File: src/rtl/fixed_pkg.sv
// Shared fixed-point definitions: mode encodings, Q-format limits and a real-to-Q helper.
package fixed_pkg;

  localparam logic RND_TRUNC   = 1'b0;
  localparam logic RND_HALF_UP = 1'b1;
  localparam logic SAT_WRAP    = 1'b0;
  localparam logic SAT_CLAMP   = 1'b1;

  localparam int unsigned FX_MAX_W = 64;

  typedef struct packed {
    logic rnd;
    logic sat;
  } fx_mode_t;

  // Largest positive two's complement value of the given width, zero-extended.
  function automatic logic [FX_MAX_W-1:0] fx_max(input int unsigned width);
    return (FX_MAX_W'(1) << (width - 1)) - FX_MAX_W'(1);
  endfunction

  // Most negative value of the given width, sign-extended.
  function automatic logic [FX_MAX_W-1:0] fx_min(input int unsigned width);
    return ~fx_max(width);
  endfunction

  function automatic logic [FX_MAX_W-1:0] to_fixed(input real r, input int unsigned frac);
    real scale;
    scale = 1.0;
    for (int unsigned i = 0; i < frac; i++) scale = scale * 2.0;
    return FX_MAX_W'($rtoi(r * scale));
  endfunction

endpackage

File: src/rtl/fixed_round_sat.sv
// Combinational rescale of a full-width signed product: optional round half up, shift, wrap or clamp.
module fixed_round_sat
  import fixed_pkg::*;
#(
  parameter int unsigned WIDTH = 32,
  parameter int unsigned FRAC  = 14
) (
  input  logic [2*WIDTH-1:0] i_prod,
  input  logic               i_round,
  input  logic               i_sat,
  output logic [WIDTH-1:0]   o_result_c,
  output logic               o_overflow_c
);

  localparam int unsigned PW = 2*WIDTH + 1;
  // Half an output LSB; collapses to zero when there are no fraction bits.
  localparam logic [PW-1:0] BIAS = (PW'(1) << FRAC) >> 1;

  logic [PW-1:0]        w_sum;
  logic signed [PW-1:0] w_q;
  logic [WIDTH+1:0]     w_hi;

  always_comb begin
    w_sum        = {i_prod[2*WIDTH-1], i_prod} + ((i_round == RND_HALF_UP) ? BIAS : '0);
    w_q          = $signed(w_sum) >>> FRAC;
    w_hi         = w_q[PW-1:WIDTH-1];
    o_overflow_c = ~((&w_hi) | ~(|w_hi));
    o_result_c   = w_q[WIDTH-1:0];
    if ((i_sat == SAT_CLAMP) && o_overflow_c) begin
      o_result_c = w_q[PW-1] ? WIDTH'(fx_min(WIDTH)) : WIDTH'(fx_max(WIDTH));
    end
  end

endmodule

File: src/rtl/fixed_mult_pipe.sv
// Pipelined signed fixed-point multiplier with elastic valid/ready stages.
module fixed_mult_pipe
  import fixed_pkg::*;
#(
  parameter int unsigned WIDTH  = 32,
  parameter int unsigned FRAC   = 14,
  parameter int unsigned STAGES = 3
) (
  input  logic             clk,
  input  logic             rst,
  input  logic             in_valid,
  output logic             in_ready,
  input  logic [WIDTH-1:0] in_a,
  input  logic [WIDTH-1:0] in_b,
  input  logic             in_round,
  input  logic             in_sat,
  output logic             out_valid,
  input  logic             out_ready,
  output logic [WIDTH-1:0] out_result,
  output logic             out_overflow
);

  localparam int unsigned LAST = STAGES - 1;
  localparam int unsigned PW   = 2*WIDTH;

  logic [STAGES-1:0] r_v;
  logic [STAGES-1:0] w_adv;
  logic [STAGES-1:0] w_en;
  logic [STAGES-1:0] w_vin;

  // A slot moves on when any later slot has a hole or the output is taken.
  for (genvar k = 0; k < STAGES; k++) begin : g_adv
    if (k == LAST) begin : g_tail
      assign w_adv[k] = out_ready;
    end else begin : g_body
      assign w_adv[k] = out_ready | ~(&r_v[LAST:k+1]);
    end
  end

  assign w_en      = ~r_v | w_adv;
  assign w_vin     = {r_v[LAST-1:0], in_valid};
  assign in_ready  = w_en[0];
  assign out_valid = r_v[LAST];

  always_ff @(posedge clk) begin
    if (rst) begin
      r_v <= '0;
    end else begin
      r_v <= (w_en & w_vin) | (~w_en & r_v);
    end
  end

  logic [WIDTH-1:0] r_a;
  logic [WIDTH-1:0] r_b;
  fx_mode_t         r_mode0;

  always_ff @(posedge clk) begin
    if (in_valid & w_en[0]) begin
      r_a     <= in_a;
      r_b     <= in_b;
      r_mode0 <= '{rnd: in_round, sat: in_sat};
    end
  end

  logic signed [PW-1:0] w_a_ext;
  logic signed [PW-1:0] w_b_ext;
  logic signed [PW-1:0] w_prod;

  assign w_a_ext = {{WIDTH{r_a[WIDTH-1]}}, r_a};
  assign w_b_ext = {{WIDTH{r_b[WIDTH-1]}}, r_b};
  assign w_prod  = w_a_ext * w_b_ext;

  logic [PW-1:0] w_last_prod;
  fx_mode_t      w_last_mode;

  if (STAGES > 2) begin : g_prod
    logic [PW-1:0] r_prod [1:STAGES-2];
    fx_mode_t      r_mode [1:STAGES-2];

    // Slot 1 holds the fresh product; deeper slots only delay it.
    always_ff @(posedge clk) begin
      if (w_en[1] & r_v[0]) begin
        r_prod[1] <= w_prod;
        r_mode[1] <= r_mode0;
      end
      for (int unsigned k = 2; k <= STAGES-2; k++) begin
        if (w_en[k] & r_v[k-1]) begin
          r_prod[k] <= r_prod[k-1];
          r_mode[k] <= r_mode[k-1];
        end
      end
    end

    assign w_last_prod = r_prod[STAGES-2];
    assign w_last_mode = r_mode[STAGES-2];
  end else begin : g_direct
    assign w_last_prod = w_prod;
    assign w_last_mode = r_mode0;
  end

  logic [WIDTH-1:0] w_res;
  logic             w_ovf;

  fixed_round_sat #(
    .WIDTH (WIDTH),
    .FRAC  (FRAC)
  ) u_round_sat (
    .i_prod       (w_last_prod),
    .i_round      (w_last_mode.rnd),
    .i_sat        (w_last_mode.sat),
    .o_result_c   (w_res),
    .o_overflow_c (w_ovf)
  );

  logic [WIDTH-1:0] r_result;
  logic             r_ovf;

  always_ff @(posedge clk) begin
    if (rst) begin
      r_result <= '0;
      r_ovf    <= 1'b0;
    end else if (w_en[LAST] & r_v[LAST-1]) begin
      r_result <= w_res;
      r_ovf    <= w_ovf;
    end
  end

  assign out_result   = r_result;
  assign out_overflow = r_ovf;

endmodule

File: config.mk
export PLATFORM = sky130hd
export DESIGN_NAME = fixed_mult_pipe
export DESIGN_NICKNAME = d
export VERILOG_FILES = /design/src/rtl/fixed_pkg.sv /design/src/rtl/fixed_round_sat.sv /design/src/rtl/fixed_mult_pipe.sv
export SDC_FILE = /design/constraint.sdc
export NUM_CORES = 2
export LEC_CHECK = 0
export ABC_AREA = 1
export CORE_UTILIZATION = 40
export CTS_CLUSTER_DIAMETER = 200
export DETAILED_ROUTE_END_ITERATION = 8
export PLACE_DENSITY = 0.57
export SYNTH_ARGS = -nofsm -noshare
export SYNTH_HDL_FRONTEND = slang
export SYNTH_SLANG_ARGS = --single-unit
File: constraint.sdc
create_clock -name clk -period 11.3 [get_ports clk]
set_input_delay 1.695 -clock clk [delete_from_list [all_inputs] [get_ports clk]]
set_output_delay 1.695 -clock clk [all_outputs]
set_load 0.005 [all_outputs]
==> metrics.md <==
| Metric | Value |
|---|---|
| Cell count after synthesis | `5351` |
| Critical path's top delay family | `adder cells` |
| CTS tree | `yes` |
| Ys async rst share | `0%` |
| Setup bufs post-CTS | `0` |
| Syn_area_per_cell | `around 8.3 µm²` |
| Clock Latency Late Sink | `560 ps` |
| Top cell type's share of synthesized area | `49.0%` |
| Detail Placement HPWL | `103000 µm` |
| Biggest area consumer among synthesized cells | `fa_1` |
| Max-cap violations | `0` |
| Remaining global-route overflow | `0` |
| Commonest non-fill, non-tap cells in the layout | `inv_1 (1625), nand2_1 (1353), fa_1 (1081)` |
| Hold WC Path Type | `register to register` |
| Number of core rows | `121` |
| Actual slew at the worst max-slew pin | `about 1000 ps` |
| Setup Skew | `37.0 ps` |
| Primary FF master, synth | `edfxtp_1` |
| CTS hold repair buffers | `0` |
| Worst-path fanout max | `32` |
| Initial antenna violation count | `0` |
| Synth cell types | `44` |
| CP startpoint | `r_a[31]` |
| Final period util | `roughly three quarters` |
| Status | `complete, no violations` |
| Sequential area share after synthesis | `9.72%` |
| Share of cells above drive strength 1 | `2.43%` |
| Crit-path max cell delay | `1020 ps` |
| IO Port Bufs | `104` |
| Wire length of the first global-routing pass | `204000 µm` |
| Main area contributors after synthesis | `fa_1 (49%), inv_1 (14%), nand2_1 (12%), edfxtp_1 (8.1%), ha_1 (5.1%)` |
| Net Count, Synth | `roughly 6700` |
| Clk root buf | `clkbuf_16` |
| RD Place Congestion | `approximately 0.94` |
| Crit path DAT | `8630 ps` |
| Initial Util | `40.5%` |
| HP Start | `r_mode0[0]` |
| Slew Limit Fails | `0` |
| Crit start category | `register` |
| Commonest non-fill, non-tap cell in the layout | `inv_1` |
| Post-route ant nets | `0` |
| Vias in the first global route | `36200` |
| Critical path class | `register to register` |
| Die width | `334 µm` |
| Vias/cell | `approximately 4.8` |
| Multi-input logic area | `33000 µm²` |
| Core Area | `109000 µm²` |
| DR WL/cell | `~18 µm` |
| Die footprint | `112000 µm²` |
| Num CTS Buffers | `17` |
| Unrepaired setup endpoints after global routing | `false` |
| Largest net degree at the start of global routing | `65` |
| Worst-path clk slew | `80 ps` |
| CP required | `11580 ps` |
| Final Hold Vio Count | `0` |
| Initial DRT Pass Iterations | `6` |
| Seq cells post-synth | `between 150 and 200` |
| GRT Total Usage | `23.7%` |
| Critical Path End Type | `register` |
| Nets@finish | `6667` |
| Setup Viol. Count Final | `0` |
| Synth warn | `0` |
| Setup TNS | `0 ps` |
| Filler Cells Inserted | `11000` |
| Max frequency | `120 MHz` |
| Diode count | `0` |
| Slowest CP cell | `fa_1` |
| # IOs | `roughly 110` |
| Max clock buf depth | `2` |
| Area grow syn2layout | `7.37%` |
| # clock sinks | `between 150 and 200` |
| DRC viols | `0` |
| Via count | `32800` |
| Fin crit period | `between 8000 and 9000 ps` |
| Worst Path Buf+Inv | `8` |
| Number of flops mapped to enable cells by yosys | `119` |
| Max_slew headroom | `a little under a third` |
| Most used cell, CP | `fa_1` |
| Reg area | `4290 µm²` |
| Worst R2R Start | `r_a[31]` |
| H-tree depth | `4` |
| Resize count post-CTS | `0` |
| Netlist Area Pre-Place | `44200 µm²` |
| DRT Wirelength | `124000 µm` |
| Number of DRC markers in iteration 0 | `2002` |
| Die Span Y | `approximately 330 µm` |
==> through the flow <==
step	std cells	util, %	setup slack, ps	hold WS [ps]	instance area (µm²)
6_report	6824	43.4	2950	430	47400
5_1_grt	6824	43.4	2310	443	47400
4_1_cts	6824	43.4	2860	435	47400
3_5_place_dp	6792	42.8	2880	416	46800
3_3_place_gp	6792	42.8	2980	402	46800
2_1_floorplan	5351	-	3880	400	44200
==> path summary, 6_finish.rpt <==
kind / slack, ps / endpoint / cells past startpoint
worst min-delay path: 430 / g_prod.r_mode[1][0] / 0
worst max-delay path: 2950 / g_prod.r_prod[1][52] / 25
worst max register to register: 2950 / g_prod.r_prod[1][52] / 25
worst min register to register: 430 / g_prod.r_mode[1][0] / 0
==> cell families (layout without fill, tap and decap cells) <==
logic type / after synthesis / in the layout / share of synthesized area, %
buf+inv: 1837 / 1834 / 15.7
flops: 155 / 155 / 9.72
compound gates: 203 / 203 / 2.60
xor+xnor: 92 / 92 / 1.82
simple gates: 1802 / 1802 / 16.0
fa+ha+maj: 1262 / 1262 / 54.1
==> cell type report <==
cell class                      instances  area share, %
Clock buffer                           18          0.950
Clock inverter                         14          0.412
Tap cell                             1476           3.90
Timing Repair Buffer                  173           3.29
Multi-Input combinational cell       3359           69.5
Sequential cell                       155           9.06
Inverter                             1629           12.9
==> cell usage after synthesis, types with 36 or more instances <==
| cell type | count |
|---|---|
| xor2_1 | 54 |
| edfxtp_1 | 119 |
| a21oi_1 | 96 |
| nand2_1 | 1353 |
| xnor2_1 | 38 |
| dfxtp_1 | 36 |
| nor2_1 | 294 |
| o21ai_0 | 53 |
| nand3_1 | 75 |
| inv_1 | 1626 |
| clkbuf_1 | 197 |
| ha_1 | 181 |
| fa_1 | 1081 |
==> registers in the layout (all words and copies together), names as in the netlist, named ones only <==
name           flops
out_result        32
out_overflow       1
r_mode0            2
r_a               32
g_prod.r_mode      2
g_prod.r_prod     51
r_b               32
==> routing by layer <==
metal | GRT usage (%) | wire length (µm) | share of wire [%] | vias up
met1 | 31.9 | 54700 | 44 | 16800
li1 | - | - | - | 15000
met2 | 41.3 | 61700 | 50 | 848
met4 | 5.55 | 2290 | 1.8 | 0
met3 | 2.04 | 5110 | 4.1 | 134
met5 | 0 | 0 | 0 | -
Power is left out: the tool's default activity adds up to more than one toggle a clock period on the data nets, which glitch-free logic cannot reach.
